$ cat src/rtl/bp_update_scheduler_pkg.sv
// Shared constants for the branch predictor update scheduler: write opcodes,
// default table geometry and the sweep initialisation value.
package bp_update_scheduler_pkg;

  typedef logic [1:0] bp_op_t;

  localparam bp_op_t     BP_OP_SET     = 2'd0;
  localparam bp_op_t     BP_OP_INC     = 2'd1;
  localparam bp_op_t     BP_OP_DEC     = 2'd2;

  localparam int         BP_IDX_W      = 5;
  localparam logic [1:0] BP_INIT_VAL   = 2'b10;
  localparam int         BP_FIFO_DEPTH = 4;
  localparam int         RAM_ADR_W     = 32;

endpackage

$ cat src/rtl/bp_update_scheduler_if.sv
// Bus between ROB commit / Ins-Fetch / predictor (master side) and the update
// scheduler (slave side).
interface bp_update_scheduler_if
  import bp_update_scheduler_pkg::*;
#(
  parameter int IDX_W = BP_IDX_W
);
  logic                 c0_en_i;
  logic [RAM_ADR_W-1:0] c0_pc_i;
  logic                 c0_abr_i;
  logic                 c1_en_i;
  logic [RAM_ADR_W-1:0] c1_pc_i;
  logic                 c1_abr_i;
  logic                 clr_i;
  logic                 stall_o;
  logic                 bp_busy_o;
  logic                 bp_we_o;
  logic [IDX_W-1:0]     bp_idx_o;
  bp_op_t               bp_op_o;
  logic [1:0]           bp_val_o;

  modport master (
    output c0_en_i, c0_pc_i, c0_abr_i, c1_en_i, c1_pc_i, c1_abr_i, clr_i,
    input  stall_o, bp_busy_o, bp_we_o, bp_idx_o, bp_op_o, bp_val_o
  );

  modport slave (
    input  c0_en_i, c0_pc_i, c0_abr_i, c1_en_i, c1_pc_i, c1_abr_i, clr_i,
    output stall_o, bp_busy_o, bp_we_o, bp_idx_o, bp_op_o, bp_val_o
  );
endinterface

$ cat src/rtl/bp_update_scheduler_fifo.sv
// bp_upd_fifo: in-order dual-push / single-pop queue with occupancy count and flush.
// Per-cycle drop reporting exists only when BP_SCHED_STAT_EN is defined.
module bp_upd_fifo #(
  parameter  int W     = 6,
  parameter  int DEPTH = 4,
  localparam int PTR_W = $clog2(DEPTH),
  localparam int CNT_W = PTR_W + 1
) (
  input  logic             clk,
  input  logic             rst,
  input  logic             flush,
  input  logic             push0,
  input  logic [W-1:0]     d0,
  input  logic             push1,
  input  logic [W-1:0]     d1,
  input  logic             pop,
  output logic [W-1:0]     head,
  output logic             empty,
  output logic [CNT_W-1:0] count
`ifdef BP_SCHED_STAT_EN
  ,
  output logic [CNT_W-1:0] drop_num
`endif
);
  logic [W-1:0]     mem [DEPTH];
  logic [PTR_W-1:0] wr_ptr;
  logic [PTR_W-1:0] rd_ptr;
  logic [CNT_W-1:0] free;
  logic             acc0;
  logic             acc1;
  logic             do_pop;

  assign free   = CNT_W'(DEPTH) - count;
  assign empty  = (count == '0);
  assign head   = mem[rd_ptr];
  assign do_pop = pop && !empty && !flush;

  // Capacity is judged before this cycle's pop, so c1 is the first to go.
  always_comb begin
    // NOTE: defaults first so every path assigns both flags and no latch is inferred.
    acc0 = 1'b0;
    acc1 = 1'b0;
    if (!flush) begin
      acc0 = push0 && (free != '0);
      acc1 = push1 && (free > CNT_W'(acc0));
    end
  end

  // NOTE: storage is not reset; a slot is only read after count marks it valid.
  always_ff @(posedge clk) begin
    if (acc0) mem[wr_ptr] <= d0;
    if (acc1) mem[wr_ptr + PTR_W'(acc0)] <= d1;
  end

  always_ff @(posedge clk) begin
    if (!rst || flush) begin
      wr_ptr <= '0;
      rd_ptr <= '0;
      count  <= '0;
    end else begin
      wr_ptr <= wr_ptr + PTR_W'(acc0) + PTR_W'(acc1);
      rd_ptr <= rd_ptr + PTR_W'(do_pop);
      count  <= count + CNT_W'(acc0) + CNT_W'(acc1) - CNT_W'(do_pop);
    end
  end

`ifdef BP_SCHED_STAT_EN
  assign drop_num = flush ? count : CNT_W'(push0 && !acc0) + CNT_W'(push1 && !acc1);
`endif

endmodule

$ cat src/rtl/bp_update_scheduler.sv
// Sequences all predictor table writes: an init sweep of INIT_VAL, then queued
// commit feedback as INC/DEC. Define BP_SCHED_STAT_EN to add stat_upd_o/stat_drop_o.
module bp_update_scheduler
  import bp_update_scheduler_pkg::*;
#(
  parameter int         IDX_W      = BP_IDX_W,
  parameter int         FIFO_DEPTH = BP_FIFO_DEPTH,
  parameter logic [1:0] INIT_VAL   = BP_INIT_VAL
) (
  input  logic clk,
  input  logic rst,
  input  logic en,
  bp_update_scheduler_if.slave bus
`ifdef BP_SCHED_STAT_EN
  ,
  output logic [31:0] stat_upd_o,
  output logic [31:0] stat_drop_o
`endif
);
  localparam int         ENT_W   = IDX_W + 1;
  localparam int         CNT_W   = $clog2(FIFO_DEPTH) + 1;
  localparam logic [0:0] ST_INIT = 1'b0;
  localparam logic [0:0] ST_RUN  = 1'b1;

  logic [0:0]       state;
  logic [IDX_W-1:0] sweep_idx;
  logic             we_q;
  logic [IDX_W-1:0] idx_q;
  bp_op_t           op_q;
  logic [1:0]       val_q;

  logic             run_en;
  logic             flush;
  logic             push0;
  logic             push1;
  logic             pop;
  logic             fifo_empty;
  logic [ENT_W-1:0] fifo_head;
  logic [CNT_W-1:0] fifo_count;
  logic             unused_pc_bits;

  // Feedback is only accepted in RUN; a clear request discards it.
  assign run_en = en && (state == ST_RUN);
  assign flush  = run_en && bus.clr_i;
  assign push0  = run_en && !bus.clr_i && bus.c0_en_i;
  assign push1  = run_en && !bus.clr_i && bus.c1_en_i;
  assign pop    = run_en && !bus.clr_i && !fifo_empty;

  assign unused_pc_bits = ^{bus.c0_pc_i[RAM_ADR_W-1:IDX_W+2], bus.c0_pc_i[1:0],
                            bus.c1_pc_i[RAM_ADR_W-1:IDX_W+2], bus.c1_pc_i[1:0]};

`ifdef BP_SCHED_STAT_EN
  logic [CNT_W-1:0] drop_num;
`endif

  bp_upd_fifo #(
    .W     (ENT_W),
    .DEPTH (FIFO_DEPTH)
  ) u_fifo (
    .clk      (clk),
    .rst      (rst),
    .flush    (flush),
    .push0    (push0),
    .d0       ({bus.c0_pc_i[IDX_W+1:2], bus.c0_abr_i}),
    .push1    (push1),
    .d1       ({bus.c1_pc_i[IDX_W+1:2], bus.c1_abr_i}),
    .pop      (pop),
    .head     (fifo_head),
    .empty    (fifo_empty),
    .count    (fifo_count)
`ifdef BP_SCHED_STAT_EN
    ,
    .drop_num (drop_num)
`endif
  );

  always_ff @(posedge clk) begin
    if (!rst) begin
      state     <= ST_INIT;
      sweep_idx <= '0;
      we_q      <= 1'b0;
      idx_q     <= '0;
      op_q      <= BP_OP_SET;
      val_q     <= '0;
    end else begin
      we_q <= 1'b0;
      if (en) begin
        if (state == ST_INIT) begin
          if (bus.clr_i) begin
            sweep_idx <= '0;
          end else begin
            we_q      <= 1'b1;
            idx_q     <= sweep_idx;
            op_q      <= BP_OP_SET;
            val_q     <= INIT_VAL;
            sweep_idx <= sweep_idx + IDX_W'(1);
            if (&sweep_idx) state <= ST_RUN;
          end
        end else if (bus.clr_i) begin
          state     <= ST_INIT;
          sweep_idx <= '0;
        end else if (!fifo_empty) begin
          we_q  <= 1'b1;
          idx_q <= fifo_head[ENT_W-1:1];
          op_q  <= fifo_head[0] ? BP_OP_INC : BP_OP_DEC;
          val_q <= '0;
        end
      end
    end
  end

  // Busy also covers the cycle the last sweep write is on the bus.
  assign bus.bp_busy_o = (state == ST_INIT) || (we_q && (op_q == BP_OP_SET));
  assign bus.stall_o   = (state == ST_INIT) ||
                         ((CNT_W'(FIFO_DEPTH) - fifo_count) < CNT_W'(2));
  assign bus.bp_we_o   = we_q;
  assign bus.bp_idx_o  = idx_q;
  assign bus.bp_op_o   = op_q;
  assign bus.bp_val_o  = val_q;

`ifdef BP_SCHED_STAT_EN
  always_ff @(posedge clk) begin
    if (!rst) begin
      stat_upd_o  <= '0;
      stat_drop_o <= '0;
    end else begin
      if (pop) stat_upd_o <= stat_upd_o + 32'd1;
      stat_drop_o <= stat_drop_o + 32'(drop_num);
    end
  end
`endif

endmodule

$ cat src/flat_wrapper.sv
// flat-port wrapper written by rule: the top's interface ports become plain ports
module bp_update_scheduler_flat import bp_update_scheduler_pkg::*;
#(
  parameter int         IDX_W      = BP_IDX_W,
  parameter int         FIFO_DEPTH = BP_FIFO_DEPTH,
  parameter logic [1:0] INIT_VAL   = BP_INIT_VAL
)
  (clk, rst, en, bus_c0_en_i, bus_c0_pc_i, bus_c0_abr_i, bus_c1_en_i, bus_c1_pc_i, bus_c1_abr_i, bus_clr_i, bus_stall_o, bus_bp_busy_o, bus_bp_we_o, bus_bp_idx_o, bus_bp_op_o, bus_bp_val_o);
  bp_update_scheduler_if #(.IDX_W(IDX_W)) bus_i ();
  input  logic clk;
  input  logic rst;
  input  logic en;
  input wire logic [$bits(bus_i.c0_en_i)-1:0] bus_c0_en_i;
  input wire logic [$bits(bus_i.c0_pc_i)-1:0] bus_c0_pc_i;
  input wire logic [$bits(bus_i.c0_abr_i)-1:0] bus_c0_abr_i;
  input wire logic [$bits(bus_i.c1_en_i)-1:0] bus_c1_en_i;
  input wire logic [$bits(bus_i.c1_pc_i)-1:0] bus_c1_pc_i;
  input wire logic [$bits(bus_i.c1_abr_i)-1:0] bus_c1_abr_i;
  input wire logic [$bits(bus_i.clr_i)-1:0] bus_clr_i;
  output wire logic [$bits(bus_i.stall_o)-1:0] bus_stall_o;
  output wire logic [$bits(bus_i.bp_busy_o)-1:0] bus_bp_busy_o;
  output wire logic [$bits(bus_i.bp_we_o)-1:0] bus_bp_we_o;
  output wire logic [$bits(bus_i.bp_idx_o)-1:0] bus_bp_idx_o;
  output wire logic [$bits(bus_i.bp_op_o)-1:0] bus_bp_op_o;
  output wire logic [$bits(bus_i.bp_val_o)-1:0] bus_bp_val_o;
  assign bus_i.c0_en_i = bus_c0_en_i;
  assign bus_i.c0_pc_i = bus_c0_pc_i;
  assign bus_i.c0_abr_i = bus_c0_abr_i;
  assign bus_i.c1_en_i = bus_c1_en_i;
  assign bus_i.c1_pc_i = bus_c1_pc_i;
  assign bus_i.c1_abr_i = bus_c1_abr_i;
  assign bus_i.clr_i = bus_clr_i;
  assign bus_stall_o = bus_i.stall_o;
  assign bus_bp_busy_o = bus_i.bp_busy_o;
  assign bus_bp_we_o = bus_i.bp_we_o;
  assign bus_bp_idx_o = bus_i.bp_idx_o;
  assign bus_bp_op_o = bus_i.bp_op_o;
  assign bus_bp_val_o = bus_i.bp_val_o;
  bp_update_scheduler #(.IDX_W(IDX_W), .FIFO_DEPTH(FIFO_DEPTH), .INIT_VAL(INIT_VAL)) u_core (.clk(clk), .rst(rst), .en(en), .bus(bus_i));
endmodule
$ cat config.mk
export PLATFORM = sky130hd
export DESIGN_NAME = bp_update_scheduler_flat
export DESIGN_NICKNAME = d
export VERILOG_FILES = /design/src/rtl/bp_update_scheduler_pkg.sv /design/src/rtl/bp_update_scheduler_if.sv /design/src/rtl/bp_update_scheduler_fifo.sv /design/src/rtl/bp_update_scheduler.sv /design/src/flat_wrapper.sv
export SDC_FILE = /design/constraint.sdc
export NUM_CORES = 1
export LEC_CHECK = 0
export CAP_MARGIN = 10
export CORE_ASPECT_RATIO = 1.75
export CORE_MARGIN = 4
export CORE_UTILIZATION = 49
export CTS_CLUSTER_SIZE = 25
export DETAILED_ROUTE_END_ITERATION = 6
export PLACE_DENSITY = 0.93
export SETUP_SLACK_MARGIN = 0.1
export SYNTH_ARGS = -nofsm -noshare
export SYNTH_HDL_FRONTEND = slang
export SYNTH_SLANG_ARGS = --single-unit
$ cat constraint.sdc
create_clock -name clk -period 9.4 [get_ports clk]
set_clock_uncertainty 0.2 [all_clocks]
set_input_delay 1.41 -clock clk [delete_from_list [all_inputs] [get_ports clk]]
set_output_delay 1.41 -clock clk [all_outputs]
set_load 0.03 [all_outputs]
==> flow_summary.ini, run 1 <==
[outcome]
outcome = finished clean

[sta]
worst_pin_slew_ns = 1.09
period_needed_ns = 4.77
drv_slew = 0
rsz0062_at_grt = false
post-route-period-util_pct = 50.7
fin_tns_setup_ns = 0
fmax_mhz = 210
setup_violations = 0
slew_headroom_pct = 26.9
finalHoldViolations = 0

[worst_hold_path]
holdPathEnd = u_core.bus.bp_op_o[0]$_SDFFE_PN0P_
holdPathStages = 2
hp-start = u_core.bus.bp_op_o[0]$_SDFFE_PN0P_
hold_class = reg2reg

[floorplanning]
die_x_um = 61.9
core_region_area_um2 = 4930
die_h_um = 102
die_area_um2 = 6330
initial_core_util_pct = 50.4
io_pins = 84
rows = 34

[critical_path]
reg2reg_slack_ns = 5.73
path_buf_inv = 3
crit_family = adder cells
critPathKind = in2reg
critical_path_required_ns = 9.40
critical_path.startpoint_type = input pin
endpoint_kind = flip-flop
crit_slowest_cell = clkdlybuf4s50_1
critPathMaxFanout = 10
cp_data_arrival_time_ns = 4.77
crit_cells = 11
ff2ff_path_depth = 10
rr_startpoint = u_core.state$_SDFFE_PN0P_
rr_endpoint = u_core.u_fifo.count[1]$_SDFF_PP0_
startpoint = en
crit_path_cell_trace = clkdlybuf4s50_1 > nand2_1 > nor4b_4 > ha_1 > or2_4 > a21oi_1 > inv_1 > fa_1 > inv_1 > fa_1 > and3_1
cpPeakStageDelay_ns = 0.74

[final_layout]
final_core_util_pct = 58.6
fin_nets = 314
layout-area-overhead-vs-synth_pct = 16.3
nFillCells = 395
layout.cells.non_filler = 285
antenna_cells = 0
drive_gt1_share_pct = 14.7

[clock_tree]
cts_tree = yes
postCtsSetupRepairBufs = 0
clkLatencyLatePin_ns = 0.30
htree_levels = 2
cts_buffers = 5
clkTransAtPathRegs_ns = 0.09
cts_root_buffer = clkbuf_8
clock_sinks = 46
clockBufferDepth = 2
ctsHoldBuffers = 0
cts.repair.resized = 0

[synthesis]
synth_area_leaders = edfxtp_1, dfxtp_1, mux2_1, ha_1, mux2i_1
ys_ff_latch = 46
synth-edff-count = 24
yosysWarningCount = 0
yosysSeqAreaShare_pct = 46.7
synth.top_cell.area_share_pct = 29.0
synth.largest_area_cell = edfxtp_1
syn_inst = 202
yosysUniqueCellTypes = 52
syn_nets = 286
async_flop_share_pct = 0
syn_area_um2 = 2490
avgSynthCellArea_um2 = 12.3
synth_top_flop_cell = edfxtp_1

[global_route]
grt_pass1_vias = 1588
grt_pass1_wl_mm = 7.77
grt_antenna_before_repair = 0
grt_util_all_layers_pct = 17.0
grt_max_degree = 15
overflow = 0

[route]
drc = 0
vias_per_cell = 5.68
wl_per_cell_um = 16.6
drt_pass1_iterations = 4
vias = 1618
routed_wl_mm = 4.73
postRouteAntennaNets = 0
drtIter0Drc = 34

[pwr]
leakage_uw = 0.00106
peakVddDrop_mv = 0.110
p_per_area_nw_per_um2 = 131

[place]
portBuffers = 28
gp_congestion = 0.809
hpwl_mm = 3.69
dpl.cell_count = 277

[flow_run]
drv_cap = 0
how the worst max path moves through the flow:
stage / end
after floorplan: u_core.u_fifo.count[1]$_SDFF_PP0_
after global placement: u_core.u_fifo.count[1]$_SDFF_PP0_
after detailed placement: u_core.u_fifo.count[1]$_SDFF_PP0_
after CTS: u_core.u_fifo.count[1]$_SDFF_PP0_
after global routing: u_core.u_fifo.count[1]$_SDFF_PP0_
final: u_core.u_fifo.count[1]$_SDFF_PP0_
final cells by class:
type / count / area (um^2) / area share, %
multi-input combinational: 138 / 1240 / 42.8
sequential: 46 / 1160 / 40.1
timing repair buffer: 28 / 280 / 9.68
clock buffer: 8 / 104 / 3.59
tap: 54 / 67.6 / 2.33
inverter: 11 / 41.3 / 1.43
cells in the mapped netlist, drive strengths merged, types with 2 or more instances:
cell type and number:
a211oi 3, dfxtp 22, mux2i 9, edfxtp 24, o2bb2ai 3, o221a 3, xnor2 5, a21oi 5
mux4 2, nor4b 2, mux2 24, and4b 2, inv 10, a22oi 4, nand2 10, fa 2
nor2 18, nand2b 3, and3 4, nand3 5, buf 5, clkbuf 2, ha 10, o21ai 9
cell families (layout without fill, tap and decap cells):
| kind of cell | count (synthesis) | in the layout | synth area share (%) |
|---|---|---|---|
| and+or+nand+nor | 49 | 49 | 12.4 |
| DFF | 46 | 46 | 46.7 |
| AOI/OAI and AO/OA | 35 | 35 | 10.8 |
| muxes | 35 | 35 | 17.2 |
| buffers and inverters | 18 | 47 | 3.47 |
| adders and majority gates | 12 | 12 | 6.64 |
| xor gates and xnor gates | 6 | 6 | 2.72 |
| other | 1 | 1 | 0.151 |
metal layers:
layer  up-vias  routed length (um)  track usage [%]
met3         6                 137             2.65
met1       782                1820             18.3
met4         0                 111             8.82
met2        28                2660             30.3
li1        802                   -                -
met5         -                   0                0
worst min-delay path, delay by kind of cell (launching register included):
| family | cells | cell delay, ns |
|---|---|---|
| DFF | 1 | 0.33 |
| and+or+nand+nor | 2 | 0.10 |
state kept, by name (all words and copies together), names as in the netlist:
name and cells:
u_core.u_fifo.mem 24, u_core.bus.bp_idx_o 5, u_core.sweep_idx 5, u_core.u_fifo.rd_ptr 2
u_core.bus.bp_we_o 1, u_core.u_fifo.count 3, u_core.bus.bp_val_o 1, u_core.bus.bp_op_o 2
u_core.state 1, u_core.u_fifo.wr_ptr 2
placed cells by master, fill, tap and decap left out, types with 2 or more instances in the layout:
cell / n
nand2_4: 2
nor2_4: 2
a22oi_1: 4
nand2_1: 8
ha_1: 10
a21oi_1: 4
and4b_1: 2
nand2b_1: 3
mux4_2: 2
dfxtp_1: 22
o21ai_0: 8
mux2i_1: 9
nor2_1: 16
xnor2_1: 4
o2bb2ai_1: 3
o221a_2: 3
a211oi_1: 2
nand3_1: 5
clkbuf_8: 5
mux2_4: 6
clkdlybuf4s50_1: 28
and3_1: 4
inv_1: 8
inv_2: 2
clkbuf_2: 2
edfxtp_1: 24
mux2_1: 18
fa_1: 2
where the power goes:
group          leakage [uW]  internal [uW]  switching [uW]
Sequential         0.000394            212            1.19
Combinational      0.000611           15.4            14.3
Clock             0.0000566           70.9            64.0
stage by stage:
step | instance area (um^2) | power [uW] | setup slack [ns] | hold WS [ns]
after floorplan | 2490 | 234 | 5.26 | 0.276
after global routing | 2890 | 390 | 4.49 | 0.292
after CTS | 2890 | 380 | 4.64 | 0.275
after global placement | 2790 | 247 | 4.41 | 0.256
after detailed placement | 2790 | 248 | 4.31 | 0.263
final | 2890 | 378 | 4.63 | 0.273
No activity file was read; power rests on OpenSTA's default activity.
==> run 2: changes to the inputs <==
--- a/config.mk
+++ b/config.mk
@@ -8,10 +8,10 @@
 export CAP_MARGIN = 10
 export CORE_ASPECT_RATIO = 1.75
 export CORE_MARGIN = 4
-export CORE_UTILIZATION = 49
+export CORE_UTILIZATION = 41
 export CTS_CLUSTER_SIZE = 25
 export DETAILED_ROUTE_END_ITERATION = 6
-export PLACE_DENSITY = 0.93
+export PLACE_DENSITY = 0.84
 export SETUP_SLACK_MARGIN = 0.1
 export SYNTH_ARGS = -nofsm -noshare
 export SYNTH_HDL_FRONTEND = slang
==> constraint.sdc (replaced) <==
create_clock -name clk -period 4.3 [get_ports clk]
set_clock_uncertainty 0.2 [all_clocks]
set_input_delay 0.645 -clock clk [delete_from_list [all_inputs] [get_ports clk]]
set_output_delay 0.645 -clock clk [all_outputs]
set_load 0.03 [all_outputs]
==> run 2 against run 1 <==
Count of clock-buffer cells in the layout is 3 lower. Setup slack worse by 3.9 ns. Final cell count is 9.8% higher. Critical endpoint unchanged.
==> flow_summary.ini, run 2 (synthesized netlist as in run 1, its figures left out) <==
[route]
postRouteAntennaNets = 0
drtIter0Drc = 56
vias = 1667
routed_wl_mm = 4.88
vias_per_cell = 5.33
drc = 0
wl_per_cell_um = 15.6
drt_pass1_iterations = 4

[global_route]
grt_max_degree = 16
grtUsageMet1_pct = 15.0
grt_util_all_layers_pct = 14.2
busiest_layer = met2
grt_pass1_vias = 1653
grtUsageMet2_pct = 25.4
met3_usage_pct = 2.33
grt_pass1_wl_mm = 8.01
grt_antenna_before_repair = 0
overflow = 0

[clock_tree]
clkTransAtPathRegs_ns = 0.09
clkLatencyLatePin_ns = 0.30
clock_sinks = 46
cts.repair.resized = 0
cts_buffers = 5
ctsHoldBuffers = 0
htree_levels = 2
cts_tree = yes
postCtsSetupRepairBufs = 0
clockBufferDepth = 2
cts_root_buffer = clkbuf_8

[worst_hold_path]
hold_class = reg2reg

[critical_path]
critPathKind = in2reg
cp_data_arrival_time_ns = 3.57
crit_path_cell_trace = clkdlybuf4s50_1 > nand2_1 > nor4b_4 > ha_1 > or2_4 > a21oi_1 > inv_1 > fa_1 > inv_1 > fa_1 > and3_1
critical_path_required_ns = 4.30
crit_family = adder cells
path_buf_inv = 3
cpPeakStageDelay_ns = 0.48
endpoint_kind = flip-flop
critPathMaxFanout = 4
critical_path.startpoint_type = input pin
crit_slowest_cell = clkdlybuf4s50_1

[outcome]
outcome = finished clean

[sta]
slew_headroom_pct = 24.1
layout_setup_ws_ns = 0.735
post-route-period-util_pct = 82.9
finalHoldViolations = 0
drv_slew = 0
setup_violations = 0
rsz0062_at_grt = false
fmax_mhz = 281
period_needed_ns = 3.56
worst_pin_slew_ns = 1.14
fin_tns_setup_ns = 0

[final_layout]
final_core_util_pct = 50.4
antenna_cells = 0
fin_nets = 318
largest_reg_flops = 24
final_common_cell = clkdlybuf4s50_1
top_register = u_core.u_fifo.mem
finish.instance_area_um2 = 2960
layout-area-overhead-vs-synth_pct = 19.2
final_cell_mix = clkdlybuf4s50_1, edfxtp_1, dfxtp_1
drive_gt1_share_pct = 16.2

[pwr]
leakage_uw = 0.00108
peakVddDrop_mv = 0.208
p_total_uw = 860
p_per_area_nw_per_um2 = 290

[place]
gp_congestion = 0.822
post-place-ws_ns = 0.396
hpwl_mm = 3.82
portBuffers = 28
place_area_um2 = 2850

[floorplanning]
io_pins = 84
die_x_um = 66.9
rows = 37
die_h_um = 111
initial_core_util_pct = 42.3
core_region_area_um2 = 5880
die_area_um2 = 7430

[flow_run]
drv_cap = 0
[run 2: changes by cell type in the layout (fill, tap and decap cells not counted)]
| cell | delta |
|---|---|
| buf_4 | +4 |
| clkbuf_2 | -2 |
| clkinvlp_4 | +2 |
| bufinv_16 | +1 |
| clkbuf_16 | -1 |
[run 2: path summary, 6_finish.rpt]
check | start | to | cells after the start | slack (ns)
min reg2reg | u_core.bus.bp_op_o[0]$_SDFFE_PN0P_ | u_core.bus.bp_op_o[0]$_SDFFE_PN0P_ | 2 | 0.28
max reg2reg | u_core.u_fifo.count[1]$_SDFF_PP0_ | u_core.u_fifo.count[1]$_SDFF_PP0_ | 12 | 0.77
max | en | u_core.u_fifo.count[1]$_SDFF_PP0_ | 11 | 0.74
min | u_core.bus.bp_op_o[0]$_SDFFE_PN0P_ | u_core.bus.bp_op_o[0]$_SDFFE_PN0P_ | 2 | 0.28
[run 2: through the flow]
stage	hold slack [ns]	std cells
4_1_cts	0.274	313
3_3_place_gp	0.260	305
5_1_grt	0.343	313
2_1_floorplan	0.276	202
6_report	0.278	313
3_5_place_dp	0.262	305
[run 2: worst reg2reg max path: stages (launching register included)]
cell,delay [ns]
dfxtp_1,0.37
inv_1,0.08
ha_1,0.20
ha_1,0.24
nor4b_4,0.40
ha_1,0.31
or2_4,0.25
a21oi_1,0.20
inv_1,0.09
fa_1,0.42
inv_1,0.08
fa_1,0.41
and3_1,0.17
[run 2: per-layer routing]
metal	share of wire, %	up-vias
li1	-	805
met1	37	825
met2	57	28
met3	2.9	9
met4	2.8	0
met5	0	-
[run 2: where the power goes]
| group | total [uW] | internal, uW | leakage, uW | switching [uW] |
|---|---|---|---|---|
| registers | 467 | 464 | 0.000394 | 2.60 |
| clock network | 326 | 173 | 0.0000504 | 153 |
| logic | 67.4 | 34.9 | 0.000631 | 32.5 |
| total | 860 | 672 | 0.00108 | 188 |
[run 2: layout make-up]
cell class | count | area [um^2]
Multi-Input combinational cell | 138 | 1240
Fill cell | 519 | 2920
Clock buffer | 5 | 68.8
Tap cell | 78 | 97.6
Clock inverter | 3 | 45.0
Timing Repair Buffer | 32 | 310
Sequential cell | 46 | 1160
Inverter | 11 | 41.3
